--- config.mk ---
export PLATFORM = sky130hd
export DESIGN_NAME = mem_io_unit
export DESIGN_NICKNAME = d
export VERILOG_FILES = /design/src/rtl/mem_io_pkg.sv /design/src/rtl/mem_io_unit_align.sv /design/src/rtl/mem_io_unit.sv
export SDC_FILE = /design/constraint.sdc
export NUM_CORES = 1
export LEC_CHECK = 0
export ABC_AREA = 0
export CELL_PAD_IN_SITES_DETAIL_PLACEMENT = 0
export CELL_PAD_IN_SITES_GLOBAL_PLACEMENT = 1
export CORE_MARGIN = 2
export CORE_UTILIZATION = 33
export CTS_CLUSTER_DIAMETER = 200
export CTS_CLUSTER_SIZE = 16
export DETAILED_ROUTE_END_ITERATION = 6
export HOLD_SLACK_MARGIN = 0.1
export MAX_ROUTING_LAYER = met4
export PLACE_DENSITY_LB_ADDON = 0.1
export SYNTH_ARGS = -nofsm -noshare
export SYNTH_HDL_FRONTEND = slang
export SYNTH_HIERARCHICAL = 1
export SYNTH_SLANG_ARGS = --single-unit
--- constraint.sdc ---
create_clock -name clk -period 3 [get_ports clk]
set_input_delay 0.75 -clock clk [delete_from_list [all_inputs] [get_ports clk]]
set_output_delay 0.75 -clock clk [all_outputs]
set_load 0.01 [all_outputs]
--- src/rtl/mem_io_pkg.sv ---
// Shared constants and helpers for the MEM-stage load/store unit.
package mem_io_pkg;

  // RISC-V load/store funct3 encodings
  localparam logic [2:0] F3_B  = 3'd0;
  localparam logic [2:0] F3_H  = 3'd1;
  localparam logic [2:0] F3_W  = 3'd2;
  localparam logic [2:0] F3_BU = 3'd4;
  localparam logic [2:0] F3_HU = 3'd5;

  // FSM state encoding
  typedef logic [2:0] state_t;
  localparam state_t S_IDLE     = 3'd0;
  localparam state_t S_MEM_WR   = 3'd1;
  localparam state_t S_MEM_RD   = 3'd2;
  localparam state_t S_MEM_DATA = 3'd3;
  localparam state_t S_IO_WAIT  = 3'd4;
  localparam state_t S_RESP     = 3'd5;

  // Access size
  typedef enum logic [1:0] {SZ_B, SZ_H, SZ_W} size_e;

  // Reserved funct3 values fall through to word
  function automatic size_e size_of(input logic [2:0] funct3);
    if (funct3 == F3_B || funct3 == F3_BU) begin
      return SZ_B;
    end else if (funct3 == F3_H || funct3 == F3_HU) begin
      return SZ_H;
    end
    return SZ_W;
  endfunction

  function automatic logic misaligned(input size_e sz, input logic [1:0] lo);
    return ((sz == SZ_H) && lo[0]) || ((sz == SZ_W) && (lo != 2'b00));
  endfunction

endpackage

--- src/rtl/mem_io_unit_align.sv ---
// Combinational lane steering: store byte enables / replication and load
// extraction with sign or zero extension.
module lsu_align
  import mem_io_pkg::*;
(
  input  logic [2:0]  funct3,
  input  logic [1:0]  addr_lo,
  input  logic [31:0] st_data,
  input  logic [31:0] ld_raw,
  output logic [3:0]  be,
  output logic [31:0] st_lanes,
  output logic [31:0] ld_data
);

  size_e       sz;
  logic        is_unsigned;
  logic [7:0]  ld_byte;
  logic [15:0] ld_half;

  assign sz          = size_of(funct3);
  assign is_unsigned = (funct3 == F3_BU) || (funct3 == F3_HU);
  assign ld_byte     = ld_raw[{addr_lo, 3'b000} +: 8];
  assign ld_half     = addr_lo[1] ? ld_raw[31:16] : ld_raw[15:0];

  // Store path: enables and replicated data
  always_comb begin
    be       = 4'b1111;
    st_lanes = st_data;
    unique case (sz)
      SZ_B: begin
        be       = 4'b0001 << addr_lo;
        st_lanes = {4{st_data[7:0]}};
      end
      SZ_H: begin
        be       = addr_lo[1] ? 4'b1100 : 4'b0011;
        st_lanes = {2{st_data[15:0]}};
      end
      default: ;
    endcase
  end

  // Load path: lane select and extension
  always_comb begin
    ld_data = ld_raw;
    unique case (sz)
      SZ_B: ld_data = is_unsigned ? {24'b0, ld_byte} : {{24{ld_byte[7]}}, ld_byte};
      SZ_H: ld_data = is_unsigned ? {16'b0, ld_half} : {{16{ld_half[15]}}, ld_half};
      default: ;
    endcase
  end

endmodule

--- src/rtl/mem_io_unit.sv ---
// MEM-stage load/store unit: steers one request at a time to byte-enabled data
// memory or a memory-mapped IO channel, and stalls the pipeline while busy.
module mem_io_unit
  import mem_io_pkg::*;
#(
  parameter int unsigned       DATA_W   = 32,
  parameter int unsigned       ADDR_W   = 32,
  parameter logic [ADDR_W-1:0] IO_BASE  = 32'hFFFF_FC00,
  parameter int unsigned       IO_CH    = 4,
  parameter int unsigned       IO_DW    = 16,
  parameter int unsigned       CH_SHIFT = 4,
  parameter int unsigned       TIMEOUT  = 15
) (
  input  logic                    clk,
  input  logic                    rst_n,
  input  logic                    req_valid,
  input  logic                    req_we,
  input  logic [2:0]              req_funct3,
  input  logic [ADDR_W-1:0]       req_addr,
  input  logic [DATA_W-1:0]       req_wdata,
  output logic                    req_ready,
  output logic                    resp_valid,
  output logic [DATA_W-1:0]       resp_rdata,
  output logic                    resp_err,
  output logic                    stall,
  output logic [ADDR_W-1:0]       mem_addr,
  output logic                    mem_we,
  output logic                    mem_re,
  output logic [3:0]              mem_be,
  output logic [DATA_W-1:0]       mem_wdata,
  input  logic [DATA_W-1:0]       mem_rdata,
  output logic [IO_CH-1:0]        io_sel,
  output logic                    io_we,
  output logic                    io_re,
  output logic [IO_DW-1:0]        io_wdata,
  input  logic [IO_CH*IO_DW-1:0]  io_rdata,
  input  logic                    io_ack
);

  localparam int unsigned CH_W = (IO_CH > 1) ? $clog2(IO_CH) : 1;
  localparam int unsigned TW   = $clog2(TIMEOUT + 1);

  state_t              state_q, state_d;
  logic                we_q, we_d;
  logic [2:0]          funct3_q, funct3_d;
  logic [ADDR_W-1:0]   addr_q, addr_d;
  logic [DATA_W-1:0]   wdata_q, wdata_d;
  logic [CH_W-1:0]     ch_q, ch_d;
  logic                err_q, err_d;
  logic [DATA_W-1:0]   rdata_q, rdata_d;
  logic [TW-1:0]       cnt_q, cnt_d;

  logic                is_io, bad_ch, misal;
  logic [ADDR_W-1:0]   io_off, io_idx;
  logic [31:0]         io_lsb;
  logic [IO_DW-1:0]    io_slice;
  logic [DATA_W-1:0]   io_word, ld_raw, ld_data, st_lanes;
  logic [3:0]          st_be;
  logic                mem_on, io_on;

  logic [3:0]          unused_ld_be;
  logic [DATA_W-1:0]   unused_ld_lanes, unused_st_ld;

  // Request decode happens on the live request so errors resolve at accept
  assign is_io  = req_addr >= IO_BASE;
  assign io_off = req_addr - IO_BASE;
  assign io_idx = io_off >> CH_SHIFT;
  assign bad_ch = io_idx >= ADDR_W'(IO_CH);
  assign misal  = misaligned(size_of(req_funct3), req_addr[1:0]);

  // IO read data is zero-extended before the usual lane rules
  assign io_lsb   = 32'(ch_q) * IO_DW;
  assign io_slice = io_rdata[io_lsb +: IO_DW];
  always_comb begin
    io_word                = '0;
    io_word[IO_DW-1:0]     = io_slice;
  end
  assign ld_raw = (state_q == S_IO_WAIT) ? io_word : mem_rdata;

  lsu_align u_store_align (
    .funct3   (funct3_q),
    .addr_lo  (addr_q[1:0]),
    .st_data  (wdata_q),
    .ld_raw   ('0),
    .be       (st_be),
    .st_lanes (st_lanes),
    .ld_data  (unused_st_ld)
  );

  lsu_align u_load_align (
    .funct3   (funct3_q),
    .addr_lo  (addr_q[1:0]),
    .st_data  ('0),
    .ld_raw   (ld_raw),
    .be       (unused_ld_be),
    .st_lanes (unused_ld_lanes),
    .ld_data  (ld_data)
  );

  // Next-state and request latching
  always_comb begin
    state_d  = state_q;
    we_d     = we_q;
    funct3_d = funct3_q;
    addr_d   = addr_q;
    wdata_d  = wdata_q;
    ch_d     = ch_q;
    err_d    = err_q;
    rdata_d  = rdata_q;
    cnt_d    = cnt_q;
    unique case (state_q)
      S_IDLE: begin
        if (req_valid) begin
          we_d     = req_we;
          funct3_d = req_funct3;
          addr_d   = req_addr;
          wdata_d  = req_wdata;
          ch_d     = io_idx[CH_W-1:0];
          rdata_d  = '0;
          cnt_d    = '0;
          err_d    = misal || (is_io && bad_ch);
          if (misal || (is_io && bad_ch)) begin
            state_d = S_RESP;
          end else if (is_io) begin
            state_d = S_IO_WAIT;
          end else if (req_we) begin
            state_d = S_MEM_WR;
          end else begin
            state_d = S_MEM_RD;
          end
        end
      end
      S_MEM_WR:   state_d = S_RESP;
      S_MEM_RD:   state_d = S_MEM_DATA;
      S_MEM_DATA: begin
        rdata_d = ld_data;
        state_d = S_RESP;
      end
      S_IO_WAIT: begin
        // Ack wins over the timeout when both land in the same cycle
        if (io_ack) begin
          rdata_d = we_q ? '0 : ld_data;
          state_d = S_RESP;
        end else if (cnt_q == TW'(TIMEOUT - 1)) begin
          err_d   = 1'b1;
          rdata_d = '0;
          state_d = S_RESP;
        end else begin
          cnt_d = cnt_q + TW'(1);
        end
      end
      S_RESP:  state_d = S_IDLE;
      default: state_d = S_IDLE;
    endcase
  end

  // State and request register
  always_ff @(posedge clk or negedge rst_n) begin
    if (!rst_n) begin
      state_q  <= S_IDLE;
      we_q     <= 1'b0;
      funct3_q <= '0;
      addr_q   <= '0;
      wdata_q  <= '0;
      ch_q     <= '0;
      err_q    <= 1'b0;
      rdata_q  <= '0;
      cnt_q    <= '0;
    end else begin
      state_q  <= state_d;
      we_q     <= we_d;
      funct3_q <= funct3_d;
      addr_q   <= addr_d;
      wdata_q  <= wdata_d;
      ch_q     <= ch_d;
      err_q    <= err_d;
      rdata_q  <= rdata_d;
      cnt_q    <= cnt_d;
    end
  end

  // Outputs decode purely from state so reset clears them asynchronously
  assign req_ready  = (state_q == S_IDLE);
  assign stall      = (state_q != S_IDLE);
  assign resp_valid = (state_q == S_RESP);
  assign resp_err   = resp_valid && err_q;
  assign resp_rdata = resp_valid ? rdata_q : '0;

  assign mem_we    = (state_q == S_MEM_WR);
  assign mem_re    = (state_q == S_MEM_RD);
  assign mem_on    = mem_we || mem_re;
  assign mem_addr  = mem_on ? {addr_q[ADDR_W-1:2], 2'b00} : '0;
  assign mem_be    = mem_we ? st_be : 4'b0000;
  assign mem_wdata = mem_we ? st_lanes : '0;

  assign io_on    = (state_q == S_IO_WAIT);
  assign io_sel   = io_on ? (IO_CH'(1) << ch_q) : '0;
  assign io_we    = io_on && we_q;
  assign io_re    = io_on && !we_q;
  assign io_wdata = io_on ? wdata_q[IO_DW-1:0] : '0;

endmodule

==> key figures, run 1 <==
Route
  – Residual DRC: 0
  – DR vias: 6896
  – Initial drt markers: 344
  – Total wire length: 24600 µm
  – Wirelength per Cell: 17.6 µm
  – Routed vias/inst: 4.94
  – Routed Antenna Nets: 0
  – Detailed Routing Iterations Pass 1: 4

Floorplan
  – CORE AREA: 21200 µm²
  – Die W: 151 µm
  – Rows: 53
  – Starting Density: 0.337
  – Io pins: 296
  – Chip height: 151 µm
  – Die ar.: 22800 µm²

Worst setup path
  – Reg2reg setup slack: 330 ps
  – WP data arrival: 2140 ps
  – R2r startpoint: addr_q[4]$_DFFE_PN0P_
  – Startpoint types: flop
  – Crit. End Element: output pin
  – CP Max Fanout: 16
  – R2R cell count: 7
  – Worst path required time: 2250 ps
  – CP Class: flop to output pin
  – R2R Path End: rdata_q[13]$_DFFE_PN0P_

GRT
  – Largest net degree at the start of global routing: 51
  – First-pass GRT wire length: 37500 µm
  – Vias in the first global route: 6845
  – GR Util All Layers: 0.220
  – Initial antenna violation count: 1
  – GRT overflow: 0

STA
  – Min Tclk post-route: 2890 ps
  – Final Hold Fails: 0
  – Worst Setup Slack, final: 113 ps
  – Slew Limit Headroom: 0.438
  – Unrepaired setup endpoints after global routing: false
  – Fmax: 0.346 GHz
  – Slew Viols, Final: 0
  – Clock skew: 10.3 ps
  – Worst slew pin tran: 836 ps
  – Finish-stage setup viols: 0
  – Final period util: 0.962
  – Worst Hold Slack: 372 ps

Power
  – P_leak: 4.76 nW
  – Max VDD drop: 435 µV
  – Clock power share: 0.126
  – Internal power: 5.38 mW
  – Comb pwr share: 0.605
  – Sw Ratio: 0.419
  – Net Switching: 3.88 mW
  – PwrDens: 865 nW/µm²
  – Flop pwr share: 0.269

Clocking
  – Clk sinks: 108
  – H-tree Lvls: 3
  – Clock Path Buffers: 2
  – CTS tree: built
  – Total CTS buffers: 9
  – Worst-path clk slew: 80 ps
  – Clock latency on the worst-skew pair: 360 ps
  – Root buf cell: clkbuf_16

Status
  – Status: completed

Synth
  – YS warnings: 6
  – Mapped Cells: 858
  – Syn Area/Cell: 8.32 µm²
  – Mapped cell area: 7140 µm²

Layout
  – Fin util: 0.506
  – Most frequent cells in the layout: 292 x clkdlybuf4s50_1, 267 x nand2_1, 103 x dfrtp_1, 86 x and2_1, 39 x a22o_1
  – Layout cells sized above 1: 0.102
  – Nets: 1286
  – Filler instances: 2110
  – Commonest non-fill, non-tap cell in the layout: clkdlybuf4s50_1
  – Area Growth Syn to Fin: 49.9%

Place
  – PortBufs: 293
  – Dpl ws: -236 ps
  – Placer Congestion: 0.826
  – Post-DP HPWL: 18400 µm

Worst hold path
  – Hold crit path type: primary input to async pin

Run
  – Max Cap Viol: 0
flip-flops by register name (all words and copies together) (netlist names):
signal    count
rdata_q      32
addr_q       32
wdata_q      32
funct3_q      3
err_q         1
cnt_q         4
state_q       3
we_q          1
metal layers:
metal	GRT usage	up-vias	part of all wire
li1	-	3388	-
met1	0.272	3255	0.43
met4	0.0664	0	0.022
met5	-	-	0
met3	0.0434	33	0.059
met2	0.366	220	0.49
per-stage QoR:
stage / power [mW] / cells / cell area (µm²) / TNS, ps
6_report: 9.26 / 1397 / 10700 / 0
5_1_grt: 9.98 / 1397 / 10700 / 0
4_1_cts: 9.34 / 1395 / 10700 / 0
3_5_place_dp: 8.10 / 1379 / 10400 / -3740
3_3_place_gp: 8.07 / 1379 / 10400 / -3380
2_1_floorplan: 5.81 / 859 / 7140 / 0
worst max-delay path by stage:
stage | to | cells after the start | slack, ps | startpoint
finish | io_wdata[0] | 4 | 110 | state_q[0]$_DFFE_PN0P_
global route | mem_addr[22] | 5 | 7 | state_q[1]$_DFFE_PN0P_
CTS | io_sel[2] | 4 | 30 | state_q[0]$_DFFE_PN0P_
detailed placement | rdata_q[13]$_DFFE_PN0P_ | 8 | -240 | io_rdata[39]
global placement | rdata_q[13]$_DFFE_PN0P_ | 8 | -200 | io_rdata[39]
floorplan | rdata_q[10]$_DFFE_PN0P_ | 9 | 200 | addr_q[4]$_DFFE_PN0P_
layout make-up:
type	count	area (µm²)	area share
Multi-Input combinational cell	662	4070	0.380
Clock buffer	11	243	0.0227
Timing Repair Buffer	329	3280	0.306
Antenna cell	1	2.50	0.000234
Sequential cell	108	2710	0.253
Tap cell	275	344	0.0321
Clock inverter	5	36.3	0.00339
Inverter	6	22.5	0.00210
power by group through the flow:
| stage | Clock (mW) | Sequential (mW) | Combinational, mW |
|---|---|---|---|
| after detailed placement | 0 | 2.51 | 5.59 |
| final | 1.17 | 2.49 | 5.60 |
| after CTS | 1.21 | 2.50 | 5.64 |
| after global routing | 1.26 | 2.57 | 6.15 |
| after floorplan | 0 | 2.30 | 3.51 |
| after global placement | 0 | 2.50 | 5.57 |
critical path, cell delays in order, from the launching register on:
cell and delay, ps:
dfrtp_2 460, nor2_2 290, buf_4 260, and3_1 180, clkdlybuf4s50_1 590
repair_timing:
action                                  CTS  global route
resized for setup                         6             4
endpoints found under the setup margin   17            38
buffers inserted                          0             1
cloned                                    0             0
hold buffers                              0             0
pin swaps                                 0             0
Power figures use the tool's default switching activity.
==> run 2: changes to the inputs <==
- RECOVER_POWER: default -> 25
==> run 2 against run 1 <==
Effect of this change: flip-flop and latch count is the same; core utilization shrank 0.071 points; maximum frequency is essentially flat; final cell count is the same; sequential power is essentially flat; via count is essentially flat; register-to-register slack is essentially flat; power is essentially flat; design area shrank 0.14%; worst hold slack lost 9.2 ps; largest power group unchanged.
==> key figures, run 2 (synthesis gave the netlist of run 1 again) <==
Route
  – Routed wl met2: 12000 µm
  – Wirelength per Cell: 17.6 µm
  – DR vias: 6891
  – Initial drt markers: 344
  – Residual DRC: 0
  – Met3 wire length: 1450 µm
  – Routed Antenna Nets: 0
  – Detailed Routing Iterations Pass 1: 5
  – Routed vias/inst: 4.93
  – WL met1: 10700 µm
  – Highest routed layer: met4
  – Total wire length: 24600 µm

STA
  – Finish-stage setup viols: 0
  – Worst Setup Slack, final: 113 ps
  – Final Hold Fails: 0
  – Fmax: 0.346 GHz
  – Final period util: 0.962
  – Slew Limit Headroom: 0.141
  – Min Tclk post-route: 2890 ps
  – Clock skew: 10.4 ps
  – Worst slew pin tran: 1290 ps
  – Slew Viols, Final: 0
  – Unrepaired setup endpoints after global routing: false
  – Worst Hold Slack: 363 ps

Layout
  – Commonest non-fill, non-tap cell in the layout: clkdlybuf4s50_1
  – Area Growth Syn to Fin: 49.7%
  – Nets: 1286
  – Fin util: 0.505
  – Biggest regs: addr_q x32, rdata_q x32, wdata_q x32
  – Layout cells sized above 1: 0.102
  – Final Instance Area: 10700 µm²
  – Most frequent cells in the layout: 292 x clkdlybuf4s50_1, 267 x nand2_1, 103 x dfrtp_1, 86 x and2_1, 39 x a22o_1

Worst setup path
  – R2R cell count: 7
  – R2r startpoint: addr_q[4]$_DFFE_PN0P_
  – Crit-path cells: nor2_2 -> buf_4 -> and3_1 -> clkdlybuf4s50_1
  – Worst path required time: 2250 ps
  – CP top delay family: buffers and inverters
  – R2R Path End: rdata_q[13]$_DFFE_PN0P_
  – Reg2reg setup slack: 330 ps
  – Buf/Inv on CP: 2
  – Startpoint types: flop
  – CP Max Fanout: 16
  – WP data arrival: 2140 ps
  – CP Class: flop to output pin
  – Slowest CP cell: clkdlybuf4s50_1
  – Crit. End Element: output pin
  – CP max stage delay: 590 ps

Clocking
  – CTS tree: built
  – Clock Path Buffers: 2
  – H-tree Lvls: 3
  – Total CTS buffers: 9
  – Root buf cell: clkbuf_16
  – Worst-path clk slew: 80 ps
  – Clk sinks: 108
  – Post-cts hold buffer count: 0
  – Clock latency on the worst-skew pair: 360 ps

GRT
  – Initial antenna violation count: 1
  – GR Util All Layers: 0.220
  – GRT overflow: 0
  – Vias in the first global route: 6845
  – First-pass GRT wire length: 37500 µm
  – Largest net degree at the start of global routing: 51

Floorplan
  – Rows: 53
  – Starting Density: 0.337
  – Die ar.: 22800 µm²
  – CORE AREA: 21200 µm²
  – Die W: 151 µm
  – Chip height: 151 µm
  – Io pins: 296

Power
  – PwrDens: 866 nW/µm²
  – Max VDD drop: 435 µV
  – P_leak: 4.76 nW

Worst hold path
  – Hold crit path type: primary input to async pin

Place
  – Post-DP HPWL: 18400 µm
  – Dpl ws: -236 ps
  – Placer Congestion: 0.826
  – Placed instance area: 10400 µm²
  – PortBufs: 293

Run
  – Max Cap Viol: 0

Status
  – Status: completed
run 2: cell types whose count changed in the layout (fill, tap and decap cells not counted), sizes merged:
cell / before / now
buf: 37 / 36
clkbuf: 11 / 12
run 2: area by class of cell:
class	instances	area [µm²]
multi-input combinational	662	4070
inverter	6	22.5
antenna	1	2.50
clock buffer	11	243
fill	2112	10500
clock inverter	5	36.3
tap	275	344
timing repair buffer	329	3260
sequential	108	2710
run 2: worst max-delay path by stage:
stage                                 from  depth (start not counted)                       to
global placement              io_rdata[39]                          8  rdata_q[13]$_DFFE_PN0P_
floorplan            addr_q[4]$_DFFE_PN0P_                          9  rdata_q[10]$_DFFE_PN0P_
detailed placement            io_rdata[39]                          8  rdata_q[13]$_DFFE_PN0P_
CTS                 state_q[0]$_DFFE_PN0P_                          4                io_sel[2]
finish              state_q[0]$_DFFE_PN0P_                          4              io_wdata[0]
global route        state_q[1]$_DFFE_PN0P_                          5             mem_addr[22]
run 2: report_power, final:
group	switching, mW	leakage [nW]	total [mW]	internal, mW
Clock	0.576	0.140	1.17	0.591
Combinational	2.83	3.23	5.60	2.77
Sequential	0.474	1.39	2.49	2.01
run 2: stage by stage:
stage / cells / power, mW / TNS (ps)
6_report: 1397 / 9.26 / 0
4_1_cts: 1395 / 9.34 / 0
2_1_floorplan: 859 / 5.81 / 0
5_1_grt: 1397 / 9.98 / 0
3_5_place_dp: 1379 / 8.10 / -3740
3_3_place_gp: 1379 / 8.07 / -3380
run 2: layer usage:
| metal | GRT usage | vias to the layer above |
|---|---|---|
| met5 | - | - |
| met1 | 0.272 | 3251 |
| met3 | 0.0434 | 33 |
| li1 | - | 3389 |
| met2 | 0.366 | 218 |
| met4 | 0.0664 | 0 |
run 2: repair_timing:
item / 4_1_cts / 5_1_grt
gates resized for setup: 6 / 4
endpoints found under the setup margin: 17 / 38
pin swaps: 0 / 0
buffers inserted: 0 / 1
==> run 3: changes to the inputs <==
- SKIP_LAST_GASP: default -> 1
==> results of run 3 <==
The final DEF is identical to that of run 2; final timing and power are the same.
Main changes from that run: number of gates resized after CTS 6 -> 5
==> patch 1 (flow settings as in run 2) <==
Put a register stage on the output `resp_err`, with the module's reset. The value now appears one clock later. The other outputs are not delayed to match.
--- a/src/rtl/mem_io_unit.sv
+++ b/src/rtl/mem_io_unit.sv
@@ -183,7 +183,13 @@
   assign req_ready  = (state_q == S_IDLE);
   assign stall      = (state_q != S_IDLE);
   assign resp_valid = (state_q == S_RESP);
-  assign resp_err   = resp_valid && err_q;
+  always_ff @(posedge clk or negedge rst_n) begin
+    if (!rst_n) begin
+      resp_err <= '0;
+    end else begin
+      resp_err <= resp_valid && err_q;
+    end
+  end
   assign resp_rdata = resp_valid ? rdata_q : '0;
 
   assign mem_we    = (state_q == S_MEM_WR);
Behaviour: not the same (a bounded check fails within 4 cycles, from zero or initial values and one cycle with rst_n low).
==> patch 1 against run 2 <==
The flow now finishes with violations (capacitance limit, slew limit); largest power group unchanged; worst hold slack better by 0.10 ns; global-route usage up 0.069 points; worst setup slack better by 0.012 ns; final cell count about the same; total power down 0.65%; critical endpoint is now mem_addr[13]; synthesized area up 0.35%; wire length down 0.28%; sequential cell count up 1; cell area up 0.14%; utilization up 0.071 points.
==> patch 1: results (changes against run 2) <==
status:
  status: "finished with violations"
  failed_checks: "capacitance limit, slew limit"
grt:
  grt_max_degree: 71  # +39%
  grt_pass1_wl_um: 38140  # +1.7%
  first_global_vias: 6890  # +0.66%
  grt_usage_pct: 22.08  # +0.069 points
  antenna_found_initial: 0  # -1
setup_path:
  cp_max_fo: 30  # +14
  cp.arrival_ns: 2.13
final_layout:
  final_cell_count_no_fill: 1396  # -0.072%
  fillers: 2087  # -1.2%
  diodes: 0  # -1
  reg.largest.list: "addr_q: 32 flops, rdata_q: 32 flops, wdata_q: 32 flops"
  drive_above_1_share_pct: 10.08  # -0.089 points
place:
  port_buffers: 293  # unchanged
  gp_congestion: 0.8480  # +2.6%
  dp_hpwl_um: 18120  # -1.5%
  post-place-ws_ns: -0.2156  # +0.02055 ns
  place_inst: 1379  # unchanged
route:
  wl_per_cell_um: 17.60  # -0.21%
  dr.pass1.iters: 4  # -1
  vias: 6917  # +0.38%
  drt_iter0_drc: 229  # -33%
sta:
  drv_slew: 36  # +36
  worst_pin_slew_ns: 2.148  # +0.8588 ns
  clock_skew_ns: 0.005639  # -0.004809 ns
hold_path:
  hold_path.class: "reg -> reg"
power_and_ir_drop:
  p_leak_uw: 0.004787  # +0.63%
  peakVddDrop_uv: 389.0  # -11%
clock_network:
  cts_buffer_depth: 2  # unchanged
  root_buffer: "clkbuf_16"
  cts_inserted_buffers: 9  # unchanged
  htreeDepth: 3  # unchanged
flow_run:
  cap_violations: 1  # +1
synthesis:
  synthCells: 859  # +0.12%
[patch 1: cell count changes in the layout (fill, tap and decap cells not counted), sizes merged]
| cell | delta |
|---|---|
| clkinvlp | +2 |
| buf | -2 |
| dfrtp | +1 |
| clkdlybuf4s50 | -2 |
| clkinv | -1 |
| diode | -1 |
| dlymetal6s2s | +2 |
[patch 1: what timing repair did]
action / in CTS / in global routing
endpoints found under the setup margin: 31 / 61
buffers inserted: 0 / 1
resized for setup: 6 / 9
[patch 1: layout make-up]
type                       count  area [um^2]  area share, %
multi-input combinational    662         4076          38.09
tap                          275        344.1          3.215
timing repair buffer         328         3259          30.45
inverter                       6        22.52         0.2104
clock inverter                 6        38.79         0.3624
sequential                   109         2733          25.53
clock buffer                  10        229.0          2.139
[patch 1: final timing paths]
kind | end | slack [ns] | cells past startpoint | startpoint
worst max-delay path | mem_addr[13] | 0.12 | 5 | state_q[0]$_DFFE_PN0P_
worst min-delay path | addr_q[7]$_DFFE_PN0P_ | 0.47 | 2 | addr_q[7]$_DFFE_PN0P_
worst max register to register | rdata_q[13]$_DFFE_PN0P_ | 0.36 | 7 | addr_q[4]$_DFFE_PN0P_
worst min register to register | addr_q[7]$_DFFE_PN0P_ | 0.47 | 2 | addr_q[7]$_DFFE_PN0P_
max in group asynchronous | rdata_q[16]$_DFFE_PN0P_ | 0.42 | 2 | rst_n
min in group asynchronous | rdata_q[22]$_DFFE_PN0P_ | 1.01 | 1 | rst_n
[patch 1: critical path, cell delays in order (launching register included)]
cell and delay [ns]:
dfrtp_2 0.47, nor3b_4 0.26, nor2_2 0.06, buf_4 0.24, nor2b_1 0.17, clkdlybuf4s50_1 0.56
[patch 1: stage by stage]
stage,hold WS [ns],instance area [um^2]
global route,0.4956,10700
floorplan,0.4379,7167
finish,0.4671,10700
detailed placement,0.4549,10390
CTS,0.3729,10680
global placement,0.4501,10390
[patch 1: metal layers]
metal  part of all wire, %  global-route usage, %
met1                    43                  27.82
met2                    49                  35.79
met3                   5.6                  4.578
met4                   2.0                  6.729
met5                     0                      -
[patch 1: power breakdown]
| part | leakage [uW] | internal, uW | switching, uW |
|---|---|---|---|
| sequential | 0.00140 | 2030 | 476 |
| clock | 0.000129 | 564 | 573 |
| combinational | 0.00326 | 2750 | 2800 |
| total | 0.00479 | 5340 | 3850 |
==> patch 2 (settings of run 2) <==
Without the edit above. `ADDR_W`: 32 -> 64.
--- a/src/rtl/mem_io_unit.sv
+++ b/src/rtl/mem_io_unit.sv
@@ -4,7 +4,7 @@
   import mem_io_pkg::*;
 #(
   parameter int unsigned       DATA_W   = 32,
-  parameter int unsigned       ADDR_W   = 32,
+  parameter int unsigned       ADDR_W   = 64,
   parameter logic [ADDR_W-1:0] IO_BASE  = 32'hFFFF_FC00,
   parameter int unsigned       IO_CH    = 4,
   parameter int unsigned       IO_DW    = 16,
Interface: changed (resized mem_addr and req_addr); port bits go from 296 to 360. The function was not compared with the original's and may differ.
==> patch 2 against run 2 <==
The run now ends with capacitance limit, slew limit left; count of clock-buffer cells in the layout up 9; worst setup slack got worse by 0.039 ns; sequential share of layout area decreased by 1.1 points; cell area up 36%; wire length up 42%; sequential cell count up 32; total power increased by 30%; synthesized area up 28%; critical path type unchanged; critical endpoint is now mem_addr[54]; largest cell class unchanged; largest power group unchanged; highest routed layer unchanged.
==> patch 2: results (changes against run 2) <==
grt:
  antenna_found_initial: 1  # unchanged
  grt_usage_pct: 24.68  # +2.7 points
  grt_max_degree: 61  # +20%
  grt_pass1_wl_um: 53790  # +43%
  first_global_vias: 9367  # +37%
setup_path:
  cp_max_fo: 24  # +8
  crit_family: "buffers and inverters"
  cp.arrival_ns: 2.18  # +0.04 ns
  crit_path_top_delay_cell: "clkdlybuf4s50_1"
  reg2reg_depth: 10  # +3
  slowest_delay_ns: 0.55  # -0.04 ns
clock_network:
  cts_buffer_depth: 2  # unchanged
  clock_latency_ns: 0.43  # +0.07 ns
  htreeDepth: 4  # +1
  path_clk_slew_ns: 0.06  # -0.02 ns
  root_buffer: "clkbuf_16"
  cts_inserted_buffers: 17  # +8
sta:
  max_slew_margin_pct: -1.941  # -16 points
  clock_skew_ns: 0.01357  # +0.003119 ns
  drv_slew: 61  # +61
hold_path:
  hold_path.class: "reg -> reg"
  min_path_cells: 2
place:
  port_buffers: 357  # +22%
  dp_hpwl_um: 26310  # +43%
  post-place-ws_ns: -0.3082  # -0.07205 ns
  gp_congestion: 0.8815  # +6.7%
final_layout:
  reg.largest.list: "addr_q: 64 flops, rdata_q: 32 flops, wdata_q: 32 flops"
  fillers: 2613  # +24%
  drive_above_1_share_pct: 14.29  # +4.1 points
  fin_nets: 1708  # +33%
flow_run:
  cap_violations: 1  # +1
route:
  drt_iter0_drc: 516  # +50%
  vias_per_cell: 4.921  # -0.24%
  wl_um: 35080  # +42%
  dr.pass1.iters: 5  # unchanged
synthesis:
  yosysWarningCount: 6  # unchanged
  synth_area_um2: 9161  # +28%
status:
  status: "finished with violations"
  failed_checks: "capacitance limit, slew limit"
power_and_ir_drop:
  p_leak_uw: 0.007111  # +49%
  peakVddDrop_uv: 430.5  # -1.1%
## patch 2: final cells by class
type | count | share of cell area, %
Sequential cell | 140 | 24.21
Antenna cell | 1 | 0.01727
Multi-Input combinational cell | 870 | 36.34
Tap cell | 372 | 3.212
Inverter | 11 | 0.2849
Timing Repair Buffer | 466 | 31.85
Clock inverter | 12 | 0.9410
Clock buffer | 20 | 3.151
## patch 2: final timing paths
path	start	endpoint	slack, ns
min in group asynchronous	rst_n	rdata_q[22]$_DFFE_PN0P_	0.66
min	addr_q[63]$_DFFE_PN0P_	addr_q[63]$_DFFE_PN0P_	0.47
max reg2reg	state_q[1]$_DFFE_PN0P_	rdata_q[10]$_DFFE_PN0P_	0.33
min reg2reg	addr_q[63]$_DFFE_PN0P_	addr_q[63]$_DFFE_PN0P_	0.47
max	state_q[1]$_DFFE_PN0P_	mem_addr[54]	0.07
max in group asynchronous	rst_n	state_q[1]$_DFFE_PN0P_	0.66
## patch 2: metrics by stage
stage	hold WS [ns]	cells	cell area, um^2	power, uW
CTS	0.2918	1887	14280	12040
finish	0.4661	1892	14490	12040
global placement	0.4502	1852	13650	9688
detailed placement	0.4553	1852	13650	9756
floorplan	0.4379	1121	9165	6983
global route	0.4800	1892	14490	12940
## patch 2: routing by layer
metal | track usage (%) | share of wire [%]
met1 | 32.01 | 45
met2 | 39.71 | 48
met3 | 4.811 | 5.8
met4 | 6.243 | 1.5
met5 | - | 0
## patch 2: where the power goes
group	switching [uW]	total (uW)	internal [uW]
combinational	3300	6560	3260
clock	914	2190	1280
sequential	588	3290	2700
total	4800	12000	7240
## patch 2: repair_timing
item / CTS / global route
resized for setup: 27 / 52
gates cloned: 1 / 2
pin swaps: 1 / 5
buffers inserted: 2 / 3
endpoints found under the setup margin: 104 / 75
## patch 2: worst reg2reg max path, delay by kind of cell, from the launching register on
kind | cells | cell delay (ns)
DFF | 1 | 0.46
AOI/OAI and AO/OA | 2 | 0.50
and+or+nand+nor | 5 | 0.74
buffers and inverters | 2 | 0.38
muxes | 1 | 0.47
